## src/rtl/wirelog_pkg.sv

```systemverilog
// Shared types and width helpers for the wire-logic trigger path.
// Imported by the emitter and its trigger queue.
package wirelog_pkg;

    typedef enum logic {
        ARM,
        RUN
    } emitter_state_t;

    localparam int DEF_GATE_COUNT = 8;
    localparam int DEF_IDX_W      = $clog2(DEF_GATE_COUNT);

    typedef logic [DEF_IDX_W-1:0] trig_idx_t;

    function automatic int idx_width(input int n);
        return (n < 2) ? 1 : $clog2(n);
    endfunction

    function automatic int cnt_width(input int depth);
        return $clog2(depth + 1);
    endfunction

endpackage

```

## src/rtl/trigger_fifo.sv

```systemverilog
// Synchronous FIFO for trigger indices; push while full is taken
// only when a pop retires the head in the same cycle.
module trigger_fifo
    import wirelog_pkg::*;
#(
    parameter  int WIDTH = DEF_IDX_W,
    parameter  int DEPTH = 4,
    localparam int PTR_W = $clog2(DEPTH),
    localparam int CNT_W = cnt_width(DEPTH)
) (
    input  logic             clk,
    input  logic             rst,
    input  logic             push,
    input  logic [WIDTH-1:0] din,
    input  logic             pop,
    output logic [WIDTH-1:0] dout,
    output logic             full,
    output logic             empty,
    output logic [CNT_W-1:0] count
);

    logic [WIDTH-1:0] mem [DEPTH];
    logic [PTR_W-1:0] wr_ptr;
    logic [PTR_W-1:0] rd_ptr;
    logic [CNT_W-1:0] cnt;
    logic             do_push;
    logic             do_pop;

    assign empty   = (cnt == '0);
    assign full    = (cnt == CNT_W'(DEPTH));
    assign do_pop  = pop && !empty;
    assign do_push = push && (!full || do_pop);
    assign count   = cnt;
    assign dout    = empty ? '0 : mem[rd_ptr];

    always_ff @(posedge clk) begin
        if (rst) begin
            wr_ptr <= '0;
            rd_ptr <= '0;
            cnt    <= '0;
        end else begin
            if (do_push) wr_ptr <= wr_ptr + PTR_W'(1);
            if (do_pop)  rd_ptr <= rd_ptr + PTR_W'(1);
            cnt <= cnt + CNT_W'(do_push) - CNT_W'(do_pop);
        end
    end

    // storage needs no reset; empty gates the output
    always_ff @(posedge clk) begin
        if (!rst && do_push) mem[wr_ptr] <= din;
    end

endmodule

```

## src/rtl/gate_trigger_emitter.sv

```systemverilog
// Turns gate output changes into one trigger index per accepted
// cycle, lowest index first, with a per-gate pending mask.
module gate_trigger_emitter
    import wirelog_pkg::*;
#(
    parameter  int GATE_COUNT = 8,
    parameter  int FIFO_DEPTH = 4,
    localparam int IDX_W      = idx_width(GATE_COUNT),
    localparam int CNT_W      = cnt_width(FIFO_DEPTH)
) (
    input  logic                  clk,
    input  logic                  logic_reset,
    input  logic [GATE_COUNT-1:0] gate_out,
    output logic                  trig_valid,
    input  logic                  trig_ready,
    output logic [IDX_W-1:0]      trig_idx,
    output logic                  busy,
    output logic [CNT_W-1:0]      pending_cnt
);

    emitter_state_t        state;
    emitter_state_t        state_nxt;
    logic [GATE_COUNT-1:0] prev;
    logic [GATE_COUNT-1:0] pending;
    logic [GATE_COUNT-1:0] changed;
    logic [GATE_COUNT-1:0] pick_onehot;
    logic [IDX_W-1:0]      pick_idx;
    logic                  pick_hit;
    logic                  push;
    logic                  pop;
    logic                  q_full;
    logic                  q_empty;

    always_ff @(posedge clk) begin
        if (logic_reset) state <= ARM;
        else             state <= state_nxt;
    end

    always_comb begin
        state_nxt = state;
        changed   = '0;
        unique case (state)
            ARM: state_nxt = RUN;
            RUN: changed   = gate_out ^ prev;
            default: state_nxt = ARM;
        endcase
    end

    always_comb begin
        pick_idx = '0;
        pick_hit = 1'b0;
        for (int i = GATE_COUNT - 1; i >= 0; i--) begin
            if (pending[i]) begin
                pick_idx = IDX_W'(i);
                pick_hit = 1'b1;
            end
        end
    end

    assign pop         = trig_valid && trig_ready;
    assign push        = pick_hit && (!q_full || pop);
    assign pick_onehot = push ? (GATE_COUNT'(1) << pick_idx) : '0;

    // a second toggle before pick cancels; a toggle on the pick edge re-arms
    always_ff @(posedge clk) begin
        if (logic_reset) begin
            prev    <= '0;
            pending <= '0;
        end else begin
            prev    <= gate_out;
            pending <= (pending & ~pick_onehot) ^ changed;
        end
    end

    trigger_fifo #(
        .WIDTH (IDX_W),
        .DEPTH (FIFO_DEPTH)
    ) u_fifo (
        .clk   (clk),
        .rst   (logic_reset),
        .push  (push),
        .din   (pick_idx),
        .pop   (pop),
        .dout  (trig_idx),
        .full  (q_full),
        .empty (q_empty),
        .count (pending_cnt)
    );

    assign trig_valid = !q_empty;
    assign busy       = (|pending) || !q_empty;

endmodule
```

## config.mk

```make
export PLATFORM = sky130hd
export DESIGN_NAME = gate_trigger_emitter
export DESIGN_NICKNAME = d
export VERILOG_FILES = /design/src/rtl/wirelog_pkg.sv /design/src/rtl/trigger_fifo.sv /design/src/rtl/gate_trigger_emitter.sv
export SDC_FILE = /design/constraint.sdc
export NUM_CORES = 1
export LEC_CHECK = 0
export ABC_AREA = 1
export BUFFER_PORTS_ARGS = -buffer_cell sky130_fd_sc_hd__buf_2
export CAP_MARGIN = 40
export CORE_AREA = 8 8 67 69
export DETAILED_ROUTE_END_ITERATION = 10
export DIE_AREA = 0 0 75 77
export PLACE_DENSITY = 0.77
export SLEW_MARGIN = 20
export SYNTH_ARGS = -nofsm -noshare
export SYNTH_HDL_FRONTEND = slang
export SYNTH_HIERARCHICAL = 1
export SYNTH_SLANG_ARGS = --single-unit
```

## constraint.sdc

```tcl
create_clock -name clk -period 3.12 [get_ports clk]
set_input_delay 0.156 -clock clk [delete_from_list [all_inputs] [get_ports clk]]
set_output_delay 0.156 -clock clk [all_outputs]
set_load 0.01 [all_outputs]
```

; Word level (Yosys, flattened, before mapping)
; Memory sizes are Yosys's and may differ from the RTL's. A register that Yosys moved wholly into a read port is not among the register bits.
; Cells that the tools add are included.
[totals]
mem_bits_rw = 12
memories = 1
wordCells = 54
ff_bits = 24
output_inout_bits = 8
input_bits = 11
[op_classes]
n_bitwise = 4
n_eq_ne = 1
add_sub_neg = 4
n_reduce_logical = 13
shift = 1
n_mux = 24
[mem_list]
columns = name, depth, width, rd, rd_ports_with_merged_regs, wr, line
row1 = u_fifo.mem, 4, 3, 1, 1, 1, trigger_fifo.sv:22  ; logic [WIDTH-1:0] mem [DEPTH];
[ops]
columns = op, n
row1 = two-way mux 3 bit, 9
row2 = two-way mux 8 bit, 2
row3 = XOR 8 bit, 2
row4 = two-way mux 1 bit, 11
row5 = AND 8 bit, 1
row6 = inverter 8 bit, 1
row7 = OR reduction 8 bit, 1
row8 = "<< shifter 1 x 3 -> 8 bit, first input constant", 1
row9 = logical AND 1 bit, 5
row10 = "adder 2 x 1 -> 2 bit, second input constant", 2
row11 = two-way mux 2 bit, 2
row12 = adder 3 x 1 -> 3 bit, 1
row13 = "== test 3 bit, second input constant", 1
row14 = logical NOT 1 bit, 3
row15 = logical NOT 3 bit, 1
row16 = logical OR 1 bit, 3
row17 = subtractor 3 x 1 -> 3 bit, 1

; Logic depth before layout (Yosys ltp)
[logic_depth]
depth_word = 13
ltp_mapped = 14
depth_no_buf = 14

; Modules after synthesis
; The synthesis kept the hierarchy.
[by_module_without_submodules]
columns = module, cells_each, area_per_inst_um2, seq_area_each_um2, n_inst
row1 = trigger_fifo, 106, 991.0, 540.5, 1
row2 = gate_trigger_emitter, 132, 919.6, 340.3, 1

; Worst setup path before layout
; OpenSTA, ideal clock, no wires.
[synth_timing]
path_type = reg-to-reg
from = register u_fifo.cnt[2] (netlist: u_fifo/count[2])
to = register u_fifo.cnt[2] (netlist: u_fifo/count[2])
t_arrival_ps = 2126
setup_time_ps = 114
path_buffers = 0
t_required_ps = 3006
stages_incl_launch_ff = 13
synth_period_minus_slack_ps = 2240
path_slack_ps = 880
cell_sequence = dfxtp_1 -> inv_2 -> nand2_4 -> inv_1 -> o21ai_2 -> inv_2 -> nor2_2 -> or2_4 -> nand2_2 -> ha_1 -> fa_1 -> xor2_1 -> nor2_1
[synth_between]
elab_chain_cells = 8
elab_cells_between_ends = 12
cone_classes = add/sub: 2 / eq/ne: 1 / reduce/logical: 9
[synth_lines]
columns = item, line
row1 = "start, declared", trigger_fifo.sv:25  ; logic [CNT_W-1:0] cnt;
row2 = "start signal, assigned", trigger_fifo.sv:44  ; cnt <= cnt + CNT_W'(do_push) - CNT_W'(do_pop);
row3 = logical NOT 3 bit, trigger_fifo.sv:29  ; assign empty = (cnt == '0);
row4 = via q_empty, gate_trigger_emitter.sv:32  ; logic q_empty;
row5 = logical NOT 1 bit, gate_trigger_emitter.sv:90  ; assign trig_valid = !q_empty;
row6 = logical AND 1 bit, gate_trigger_emitter.sv:60  ; assign pop = trig_valid && trig_ready;
row7 = logical OR 1 bit, gate_trigger_emitter.sv:61  ; assign push = pick_hit && (!q_full || pop);
row8 = logical AND 1 bit, gate_trigger_emitter.sv:61
row9 = via push, gate_trigger_emitter.sv:29  ; logic push;
row10 = logical AND 1 bit, trigger_fifo.sv:32  ; assign do_push = push && (!full || do_pop);
row11 = adder 3 x 1 -> 3 bit, trigger_fifo.sv:44
row12 = subtractor 3 x 1 -> 3 bit, trigger_fifo.sv:44
; The timed path passes the listed nets, and every way through them passes these cells.
; A chain may end at the register's enable or synchronous reset.

; Final worst setup path
; Same ends and word-level chain as after synthesis.

==> metrics.md <==
| Metric | Value |
|---|---|
| Synth area leaders | dfxtp_1 27%, edfxtp_1 19%, nor2_1 9.8% |
| Post-CTS resize count | 0 |
| Post-DRT Antenna Nets | 0 |
| Routed via count | 1456 |
| Fin. Hold Viols | 0 |
| Clock Tree Root | clkbuf_4 |
| Residual DRC | 0 |
| Setup Skew | 0.00823 ns |
| R2R Setup Slk | 0.74 ns |
| 1st-iter DRT viols | 82 |
| Ant diodes | 0 |
| CTS sink cnt | 38 |
| Core Region | 3500 sq um |
| Die width | 75 um |
| Final Slew Violations | 0 |
| First-pass GRT wire length | 5660 um |
| Commonest non-fill, non-tap cell in the layout | nor2_1 |
| CTS tree | yes |
| Die area | 5780 sq um |
| Tcrit/Tclk final | 76.2% |
| Vias in the first global route | 1351 |
| Number of buffers created by CTS | 5 |
| I/O pins | 19 |
| Clock latency on the worst-skew pair | 0.34 ns |
| Largest net degree at the start of global routing | 18 |
| Setup crit end kind | register |
| F_max | 421 MHz |
| Setup violators final | 0 |
| Biggest area consumer among synthesized cells | dfxtp_1 |
| Ys Warns | 6 |
| Synth Net Count | 255 |
| Placed Area | 2060 sq um |
| Final HPWL DP | 2560 um |
| Clock Tree Buf Depth | 2 |
| Vias per inst | 4.70 |
| Synth cell types | 29 |
| Met1 GRT Util | 14.9% |
| Path depth of the worst reg2reg path | 12 |
| Worst Hold Class | input pin to register |
| Count of state elements after synthesis | 38 |
| Final Critical Period | 2.38 ns |
| Max cap viols | 0 |
| Worst hold stages | 3 |
| Cts hold-fix bufs | 0 |
| Arrival @ worst endpoint | 2.61 ns |
| Post-CTS Setup Inserts | 0 |
| Die span in y | 77 um |
| Startpoint Class | register |
| Cell area after synthesis | 1910 sq um |
| Post-DR wirelength/cell | 10.5 um |
| CP Class | register to register |
| Depth of the CTS H-tree | 2 |
| Initial antenna violation count | 0 |
| VDD IR max | 0.000386 V |
| Share of the synthesized area in the top cell type | 27.2% |
| Met3 usage | 4.68% |
| Fillers | 341 |
| Measured slew at the worst slew-check pin | 0.333 ns |
| Max FO, Critical Path | 7 |
| LEAKAGE | 0.963 nW |
| Most frequent cells in the layout | 50 x nor2_1, 35 x inv_1, 32 x nand2_1 |
| TNS Setup | 0 ns |
| Pre-CTS setup slack | 0.762 ns |
| Starting density of the core | 54.7% |
| Seq/Total Area, Yosys | 46.1% |
| Rows | 22 |
| Status | finished clean |
| Syn Inst Count | 238 |
| Port bufs | 18 |
| Worst Setup Slack, final | 0.742 ns |
| Grt ovf | 0 |
| Relative slew slack | 77.7% |
| GR Util met2 | 19.8% |
| NumNets Final | 279 |
| Power per cell area | 708 nW/um^2 |
| GRT Resource Usage Total | 12.7% |
| Worst-path clk slew | 0.10 ns |
| DR pass1 iterations | 4 |
| Grt peak-use layer | met2 |
| Area Overhead vs Synth | 10.5% |
| Crit path required time | 3.35 ns |
| Share of cells above drive strength 1 | 21.8% |
| Final Wtd Congestion | 0.797 |
| Setup repair after global routing missed its margin | no |
| Final Cell Area | 2110 sq um |
| Final wirelength | 3260 um |
| Synth Area per Inst | 8.03 sq um |
## worst paths after layout
path / end / start
setup / recovery: u_fifo/count[2] / u_fifo/count[2]
hold / removal: prev[3] / gate_out[3]
setup reg to reg: u_fifo/count[2] / u_fifo/count[2]
hold reg to reg: u_fifo/rd_ptr[0] / u_fifo/rd_ptr[0]
## through the flow
stage          util (%)  hold slack [ns]  cells  power (mW)
2_1_floorplan         -            0.225    238        1.11
3_3_place_gp       58.8            0.384    303        1.24
3_5_place_dp       58.8            0.389    303        1.26
4_1_cts            60.4           0.0127    310        1.51
5_1_grt            60.4          0.00725    310        1.62
6_report           60.4           0.0260    310        1.50
## flip-flops by register name, summed over array words and instances, names as in the netlist, named ones only
register and flops:
pending 8, prev 8, state 1, u_fifo/count 3
u_fifo/mem 12, u_fifo/rd_ptr 2, u_fifo/wr_ptr 2
## Yosys cell counts, drive strengths merged
| library cell | count |
|---|---|
| fa | 1 |
| nor3 | 1 |
| nand3 | 11 |
| xor2 | 2 |
| nor2 | 60 |
| or2 | 1 |
| nand4 | 2 |
| clkinv | 1 |
| a21oi | 15 |
| edfxtp | 12 |
| nand2 | 41 |
| xnor2 | 6 |
| ha | 5 |
| o21ai | 11 |
| o21bai | 1 |
| inv | 41 |
| dfxtp | 26 |
| clkbuf | 1 |
## critical path, cell delays in order, from the launching register on
cell     delay, ns
dfxtp_1       0.41
inv_2         0.07
nand2_4       0.09
inv_1         0.12
o21ai_2       0.21
inv_2         0.08
nor2_2        0.27
or2_4         0.20
nand2_2       0.05
ha_1          0.18
fa_1          0.37
xor2_1        0.17
nor2_1        0.05
## logic make-up after synthesis
group,after synthesis,share of synthesized area (%)
AO/OA/AOI/OAI,27,7.99
XOR/XNOR,8,3.67
adder cells (fa/ha/maj),6,4.32
buffers and inverters,43,8.58
flip-flops,38,46.1
AND/OR/NAND/NOR,116,29.3
## per-layer routing
layer	share of wire (%)	vias to the layer above
li1	-	781
met1	46	644
met3	4.5	5
met4	1.8	0
met5	0	-
met2	48	26
## cell type report
cell class                      instances  area, sq um  share of cell area, %
Clock buffer                            7         55.1                   2.61
Inverter                               42          160                   7.58
Multi-Input combinational cell        157          866                   41.0
Sequential cell                        38          881                   41.7
Tap cell                               48         60.1                   2.84
Timing Repair Buffer                   18         90.1                   4.27
## where the power goes
group | switching [mW] | leakage, nW | internal [mW]
Sequential | 0.0644 | 0.326 | 0.602
Combinational | 0.366 | 0.605 | 0.208
Clock | 0.149 | 0.0314 | 0.106
Total | 0.579 | 0.963 | 0.917
Power figures use the tool's default switching activity.
